File: src/rtl/register_bank_pkg.sv
// register_bank_pkg: shared constants and dump state encoding for the register bank
package register_bank_pkg;
  localparam int DEF_WIDTH = 32;
  localparam int DEF_DEPTH = 16;
  typedef enum logic {DUMP_IDLE, DUMP_RUN} dump_state_t;
endpackage

File: src/rtl/register_bank_read_port.sv
// register_bank_read_port: range-checked DEPTH:1 select with write-first bypass into a load-enabled register
module register_bank_read_port #(
  parameter int WIDTH = 32,
  parameter int DEPTH = 16,
  parameter bit R0_ZERO = 1'b0,
  parameter int AW = $clog2(DEPTH)
) (
  input  logic             clk,
  input  logic             reset,
  input  logic             load,
  input  logic [AW-1:0]    addr,
  input  logic [WIDTH-1:0] regs [DEPTH],
  input  logic             we,
  input  logic [AW-1:0]    waddr,
  input  logic [WIDTH-1:0] wdata,
  output logic [WIDTH-1:0] data
);
  localparam logic [AW:0] LIM = (AW+1)'(DEPTH);
  logic in_range, zero_reg, wr_ok, hit;
  logic [WIDTH-1:0] nxt;
  assign in_range = {1'b0, addr} < LIM;
  assign zero_reg = R0_ZERO && addr == '0;
  assign wr_ok = we && ({1'b0, waddr} < LIM) && !(R0_ZERO && waddr == '0);
  assign hit = wr_ok && waddr == addr;
  assign nxt = (!in_range || zero_reg) ? '0 : hit ? wdata : regs[addr];
  always_ff @(posedge clk)
    if (reset) data <= '0;
    else if (load) data <= nxt;
endmodule

File: src/rtl/register_bank_mux.sv
// register_bank_mux: parametrised register bank with two registered read ports and a valid/ready dump stream
module register_bank_mux
  import register_bank_pkg::*;
#(
  parameter int WIDTH = DEF_WIDTH,
  parameter int DEPTH = DEF_DEPTH,
  parameter bit R0_ZERO = 1'b0,
  parameter int AW = $clog2(DEPTH)
) (
  input  logic             clk,
  input  logic             reset,
  input  logic             we,
  input  logic [AW-1:0]    waddr,
  input  logic [WIDTH-1:0] wdata,
  input  logic [AW-1:0]    raddr_a,
  output logic [WIDTH-1:0] rdata_a,
  input  logic [AW-1:0]    raddr_b,
  output logic [WIDTH-1:0] rdata_b,
  input  logic             dump_start,
  output logic             dump_busy,
  output logic             dump_valid,
  input  logic             dump_ready,
  output logic [AW-1:0]    dump_addr,
  output logic [WIDTH-1:0] dump_data,
  output logic             dump_last
);
  localparam logic [AW-1:0] LAST = AW'(DEPTH - 1);
  localparam logic [AW:0] LIM = (AW+1)'(DEPTH);
  logic [WIDTH-1:0] regs [DEPTH];
  logic wr_ok, start, advance, finish;
  logic [AW-1:0] ptr, beat_addr;
  dump_state_t state, state_nxt;
  assign wr_ok = we && ({1'b0, waddr} < LIM) && !(R0_ZERO && waddr == '0);
  always_ff @(posedge clk)
    if (reset) begin
      for (int i = 0; i < DEPTH; i++) regs[i] <= '0;
    end else if (wr_ok) begin
      regs[waddr] <= wdata;
    end
  always_ff @(posedge clk) state <= reset ? DUMP_IDLE : state_nxt;
  always_comb begin
    state_nxt = state;
    start = 1'b0;
    advance = 1'b0;
    finish = 1'b0;
    if (state == DUMP_IDLE) begin
      start = dump_start;
      state_nxt = dump_start ? DUMP_RUN : DUMP_IDLE;
    end else if (dump_ready) begin
      advance = ptr != LAST;
      finish = ptr == LAST;
      state_nxt = (ptr == LAST) ? DUMP_IDLE : DUMP_RUN;
    end
  end
  // ptr parks at 0 between dumps so the next dump always begins at address 0
  always_ff @(posedge clk)
    if (reset || start || finish) ptr <= '0;
    else if (advance) ptr <= ptr + AW'(1);
  assign beat_addr = start ? '0 : ptr + AW'(1);
  assign dump_busy = state == DUMP_RUN;
  assign dump_valid = dump_busy;
  assign dump_addr = ptr;
  assign dump_last = dump_busy && ptr == LAST;
  register_bank_read_port #(.WIDTH(WIDTH), .DEPTH(DEPTH), .R0_ZERO(R0_ZERO), .AW(AW)) u_port_a (
    .clk(clk), .reset(reset), .load(1'b1), .addr(raddr_a), .regs(regs),
    .we(we), .waddr(waddr), .wdata(wdata), .data(rdata_a)
  );
  register_bank_read_port #(.WIDTH(WIDTH), .DEPTH(DEPTH), .R0_ZERO(R0_ZERO), .AW(AW)) u_port_b (
    .clk(clk), .reset(reset), .load(1'b1), .addr(raddr_b), .regs(regs),
    .we(we), .waddr(waddr), .wdata(wdata), .data(rdata_b)
  );
  register_bank_read_port #(.WIDTH(WIDTH), .DEPTH(DEPTH), .R0_ZERO(R0_ZERO), .AW(AW)) u_beat (
    .clk(clk), .reset(reset), .load(start || advance), .addr(beat_addr), .regs(regs),
    .we(we), .waddr(waddr), .wdata(wdata), .data(dump_data)
  );
endmodule

File: config.mk
export PLATFORM = sky130hd
export DESIGN_NAME = register_bank_mux
export DESIGN_NICKNAME = d
export VERILOG_FILES = /design/src/rtl/register_bank_pkg.sv /design/src/rtl/register_bank_read_port.sv /design/src/rtl/register_bank_mux.sv
export SDC_FILE = /design/constraint.sdc
export NUM_CORES = 2
export LEC_CHECK = 0
export CAP_MARGIN = 10
export CORE_MARGIN = 1
export CORE_UTILIZATION = 55
export DETAILED_ROUTE_END_ITERATION = 6
export PLACE_DENSITY = 0.83
export REMOVE_ABC_BUFFERS = 1
export SLEW_MARGIN = 15
export SYNTH_ARGS = -nofsm -noshare
export SYNTH_HDL_FRONTEND = slang
export SYNTH_SLANG_ARGS = --single-unit
File: constraint.sdc
create_clock -name clk -period 3.9 [get_ports clk]
set_clock_uncertainty 0.05 [all_clocks]
set_input_delay 0.78 -clock clk [delete_from_list [all_inputs] [get_ports clk]]
set_output_delay 0.78 -clock clk [all_outputs]
set_load 0.05 [all_outputs]
Word-level counts from Yosys, hierarchy flattened
Index checks and enable logic that the tools add are counted.
Widths: inputs -> output; s select.
{"block": "word_totals", "reg_bits": 613, "latchBits": 0, "mem_bits_rw": 0, "romBits": 0, "inputBits": 49, "output_inout_bits": 103, "elab_cells": 69, "memories": 0}
{"block": "classes", "add_sub_neg": 1, "multipliers": 0, "div_mod_pow": 0, "n_lt_le_gt_ge": 5, "n_eq_ne": 5, "shift": 0, "n_mux": 25, "bitwise": 4, "reduce_logical": 8}
{"cell": "$bwmux 512", "count": 1}
{"cell": "$bmux 32 s4", "count": 3}
{"cell": "$mux 32", "count": 10}
{"cell": "$demux 32 s4", "count": 1}
{"cell": "$ge 5x5->1 const B", "count": 4}
{"cell": "$not 4->5", "count": 4}
{"cell": "$eq 4x4->1", "count": 3}
{"cell": "$mux 1", "count": 9}
{"cell": "$logic_and 1x1->1", "count": 5}
{"cell": "$lt 5x1->1 const B", "count": 1}
{"cell": "$add 4x1->4 const B", "count": 1}
{"cell": "$eq 4x4->1 const B", "count": 1}
{"cell": "$mux 4", "count": 1}
{"cell": "$ne 4x4->1 const B", "count": 1}
{"cell": "$logic_or 1x1->1", "count": 3}

Longest topological paths before layout
{"block": "depth", "word_depth": 7, "mapped_depth": 9, "depth_no_buf": 7}

Hierarchy
Synthesis repeated with hierarchy kept, for this count alone.
{"block": "unflattened", "hier_cells": 4107, "hier_area_um2": 37234.5}
{"mod": "register_bank_mux", "instances": 1, "cells_each": 2454, "area_per_inst_um2": 19904.1, "seq_area_each_um2": 10349.9}
{"mod": "register_bank_read_port", "instances": 3, "cells_each": 551, "area_per_inst_um2": 5776.8, "seq_area_each_um2": 640.6}

Worst setup path before layout
No wires, ideal clock.
{"block": "synth_timing", "path_type": "register to output", "startpoint": "register ptr[1] (netlist: dump_addr[1])", "endpoint": "output dump_last", "t_arrival_ns": 1.869, "required_ns": 3.070, "path_slack_ns": 1.201, "path_stages_with_launch": 4, "n_path_buf": 0, "path_cell_list": "dfxtp_1 ha_1 nand3_1 nor2_1"}
{"block": "synth_via", "elab_chain_len": 2}
{"item": "start, declared", "line_no": "register_bank_mux.sv:31", "rtl": "logic [AW-1:0] ptr, beat_addr;"}
{"item": "start signal, assigned", "line_no": "register_bank_mux.sv:58", "rtl": "else if (advance) ptr <= ptr + AW'(1);"}
{"item": "$eq 4x4->1", "line_no": "register_bank_mux.sv:63", "rtl": "assign dump_last = dump_busy && ptr == LAST;"}
{"item": "$logic_and 1x1->1", "line_no": "register_bank_mux.sv:63"}
{"item": "end, declared", "line_no": "register_bank_mux.sv:25", "rtl": "output logic dump_last"}
Every way passes these cells.

Final worst setup path
{"block": "layout_timing", "startpoint": "register ptr[0] (netlist: dump_addr[0])", "endpoint": "output dump_addr[0]"}
{"item": "end, declared", "line_no": "register_bank_mux.sv:23", "rtl": "output logic [AW-1:0] dump_addr,"}
No word-level cell between the ends.

==> results by group <==
Route
  • Remaining antenna violation count after routing: 0
  • Violation count after the first detailed-route iteration: 6956
  • Via count: 33.63k
  • Detail-routed via count per cell: 7.378
  • DRC violations left: 3
  • Routed length per placed instance: 28.49 um
  • Total detailed-routing wirelength: 129.9 mm
  • Total iterations of the first detailed-routing run: 7

Layout
  • Share of post-route cells with drive strength above 1: 16.38%
  • Fillers: 4657
  • Utilization after layout: 63.77%
  • Final instance area: 37920 um^2
  • Non-filler instance count after layout: 4558
  • Relative area change from synthesis to final layout: 13.75%
  • Total Nets Final: 3786

Global routing
  • Global-route wire length before repair: 191.8 mm
  • Vias in the first global route: 31.56k
  • Largest net degree at the start of global routing: 148
  • Combined global-route utilization of all metal layers: 41.29%
  • Overflow left after global routing: 0
  • Number of antenna violations at the first check in global routing: 5

Floorplanning
  • Count of boundary I/O pins: 152
  • Die Wd: 248.2 um
  • Number of placement rows: 89
  • Effective utilization at floorplan: 56.07%
  • Die Span Y: 248.2 um
  • Die area: 61610 um^2
  • Total core area: 59460 um^2

STA
  • Slack of the critical path: 236.7 ps
  • Post-route minimum period: 3663 ps
  • Max_slew headroom: 29.07%
  • Count of endpoints failing setup in the final report: 0
  • Final period utilization: 93.93%
  • Number of hold violations in the final report: 0
  • Final total negative setup slack: 0 ps
  • Worst Tran Pin Value: 1064 ps
  • Final Slew Violations: 0
  • Hold WS: 429.5 ps
  • Unrepaired setup endpoints after global routing: no
  • Achievable frequency: 0.2730 GHz

Power and ir drop
  • Overall power consumption: 14.56 mW
  • Pleak: 12.36 nW
  • Pwr Density: 383.9 nW/um^2
  • Net switching component of the power: 3.980 mW
  • Sw frac: 27.34%
  • Worst-case vdd ir drop: 0.0003659 V
  • Portion of total power attributed to the clock network: 43.2%
  • Sequential share of power: 44.5%
  • Pint: 10.58 mW
  • Fraction of power consumed by combinational cells: 12.3%

Run
  • Max_cap viols: 0

Synth
  • Proportion of synthesized flip-flops having asynchronous set or reset: 0%
  • Post-synth top area share: 36.81%
  • Share of synthesized area occupied by flip-flops and latches: 36.81%
  • Syn Area/Cell: 8.739 um^2
  • Number of storage elements in the synthesis netlist: 613
  • Most instantiated library cell after synthesis: sky130_fd_sc_hd__nand2_1
  • Mapped Cells: 3815
  • Biggest area contributors in the synthesized netlist: sky130_fd_sc_hd__dfxtp_1 37%, sky130_fd_sc_hd__mux4_2 17%, sky130_fd_sc_hd__nand2_1 12%, sky130_fd_sc_hd__a21oi_1 8.2%, sky130_fd_sc_hd__clkbuf_1 3.9%
  • Leading register cell type out of synthesis: sky130_fd_sc_hd__dfxtp_1
  • Total number of yosys warnings: 0
  • EDFF count, synth: 0
  • Leading cell types by count after synthesis: 1043 x sky130_fd_sc_hd__nand2_1, 613 x sky130_fd_sc_hd__dfxtp_1, 545 x sky130_fd_sc_hd__a21oi_1, 343 x sky130_fd_sc_hd__clkbuf_1, 259 x sky130_fd_sc_hd__mux4_2
  • Cell accounting for the most synthesized area: sky130_fd_sc_hd__dfxtp_1
  • Post-synth cell types: 52
  • Post-synthesis instance area: 33340 um^2

Setup path
  • Slack of the worst reg-to-reg path: 750 ps
  • Largest stage delay, worst path: 910 ps
  • Critical path data required time: 3070 ps
  • CP startpoint kind: flop
  • Signal arrival time at the worst endpoint: 2830 ps
  • Crit-path slowest cell: sky130_fd_sc_hd__clkdlybuf4s50_1
  • Worst-path fanout max: 73
  • Kind of critical path: flop to primary output
  • Worst setup EP type: primary output
  • Series of cell instances along the critical path: buf_12, clkdlybuf4s50_1

Clocking
  • Num Clock Sinks: 613
  • Total clock buffers created by CTS: 61
  • Post-cts sizing count: 0
  • Clock tree from TritonCTS: done
  • Maximum number of buffers from clock root to sink: 3
  • Latest clock arrival within the worst-skew pair: 660 ps
  • CTS Hold Bufs: 0
  • Clock transition at the registers of the reported paths: 60 ps
  • Number of buffers inserted by post-CTS setup repair: 0
  • Clk root buf: sky130_fd_sc_hd__clkbuf_16
  • H-Tree Depth: 2

Status
  • Violated checks: DRC
  • Outcome: complete, but fails checks

Placed design
  • Placed insts: 4446
  • GPL Wtd Cong: 0.9154
  • HPWL after detailed placement: 72.70 mm
  • Post-place setup slack: 429.9 ps
  • Port Buf Inserts: 151
  • Placed cell area: 35800 um^2

Min path
  • Class of the tightest hold or removal check: flop to flop
==> cell type report <==
cell class	instances	area (um^2)	area share [%]
inverters	2	7.507	0.01980
clock buffers	84	1803	4.754
repair buffers	288	2955	7.793
flip-flops and latches	613	12280	32.37
clock inverters	27	321.6	0.8479
diodes	1	2.502	0.006599
well taps	773	967.2	2.550
multi-input cells	2770	19590	51.66
==> kinds of logic (layout without fill, tap and decap cells) <==
logic type | Yosys count | count (layout) | synth area share [%]
buffers and inverters | 432 | 401 | 5.243
other | 0 | 1 | 0
AO/OA/AOI/OAI | 1093 | 1093 | 21.12
multiplexers | 327 | 327 | 19.77
adder cells (fa/ha/maj) | 1 | 1 | 0.03752
AND/OR/NAND/NOR | 1336 | 1336 | 16.66
XOR/XNOR | 13 | 13 | 0.3641
flip-flops | 613 | 613 | 36.81
==> critical path, delay by kind of cell, from the launching register on <==
family / cells / cell delay [ps]
buffers and inverters: 2 / 1310
DFF: 1 / 770
==> path summary, 6_finish.rpt <==
path / cells after the start / from / end
hold reg to reg: 2 / regs[170]$_SDFFE_PP0P_ / regs[170]$_SDFFE_PP0P_
setup / recovery: 2 / dump_addr[0]$_SDFFE_PP0P_ / dump_addr[0]
hold / removal: 2 / regs[170]$_SDFFE_PP0P_ / regs[170]$_SDFFE_PP0P_
setup reg to reg: 8 / dump_addr[0]$_SDFFE_PP0P_ / u_beat.data[25]$_SDFFE_PP0P_
==> power by group through the flow <==
stage / Sequential [mW] / Clock [mW] / Combinational, mW
2_1_floorplan: 6.71 / 0 / 0.672
3_3_place_gp: 6.60 / 0 / 1.68
3_5_place_dp: 6.60 / 0 / 1.70
4_1_cts: 6.47 / 6.25 / 1.71
5_1_grt: 6.48 / 6.52 / 1.83
6_report: 6.47 / 6.29 / 1.80
==> per-layer routing <==
layer | vias up | wire length, um | GRT usage, %
met2 | 3465 | 53480 | 58.95
met4 | 6 | 10290 | 26.85
met3 | 908 | 22980 | 15.04
met5 | - | 53 | 0
met1 | 15510 | 43070 | 52.49
li1 | 13740 | - | -
==> registers in the layout, indices dropped and copies added, names as in the netlist <==
register / flops
dump_addr: 4
dump_busy: 1
regs: 512
u_beat.data: 32
u_port_a.data: 32
u_port_b.data: 32
==> layout by cell type (no fill, tap or decap), drive strengths merged, types with 2 or more instances in the layout <==
cell and count:
a211oi 29, a21oi 545, a221o 32, a221oi 65, a22o 68, a22oi 30, a2bb2oi 32, a31oi 30
and2 8, buf 140, bufinv 6, clkbuf 86, clkdlybuf4s50 146, clkinv 20, dfxtp 613, inv 2
mux2 61, mux2i 7, mux4 259, nand2 1044, nand2b 69, nand3 11, nand4 3, nor2 58
nor2b 69, nor3 37, o211ai 30, o21a 2, o21ai 39, o221ai 61, o22ai 96, o311a 29
or3 33, xnor2 4, xor2 9
(Power assumes the default switching activity.)
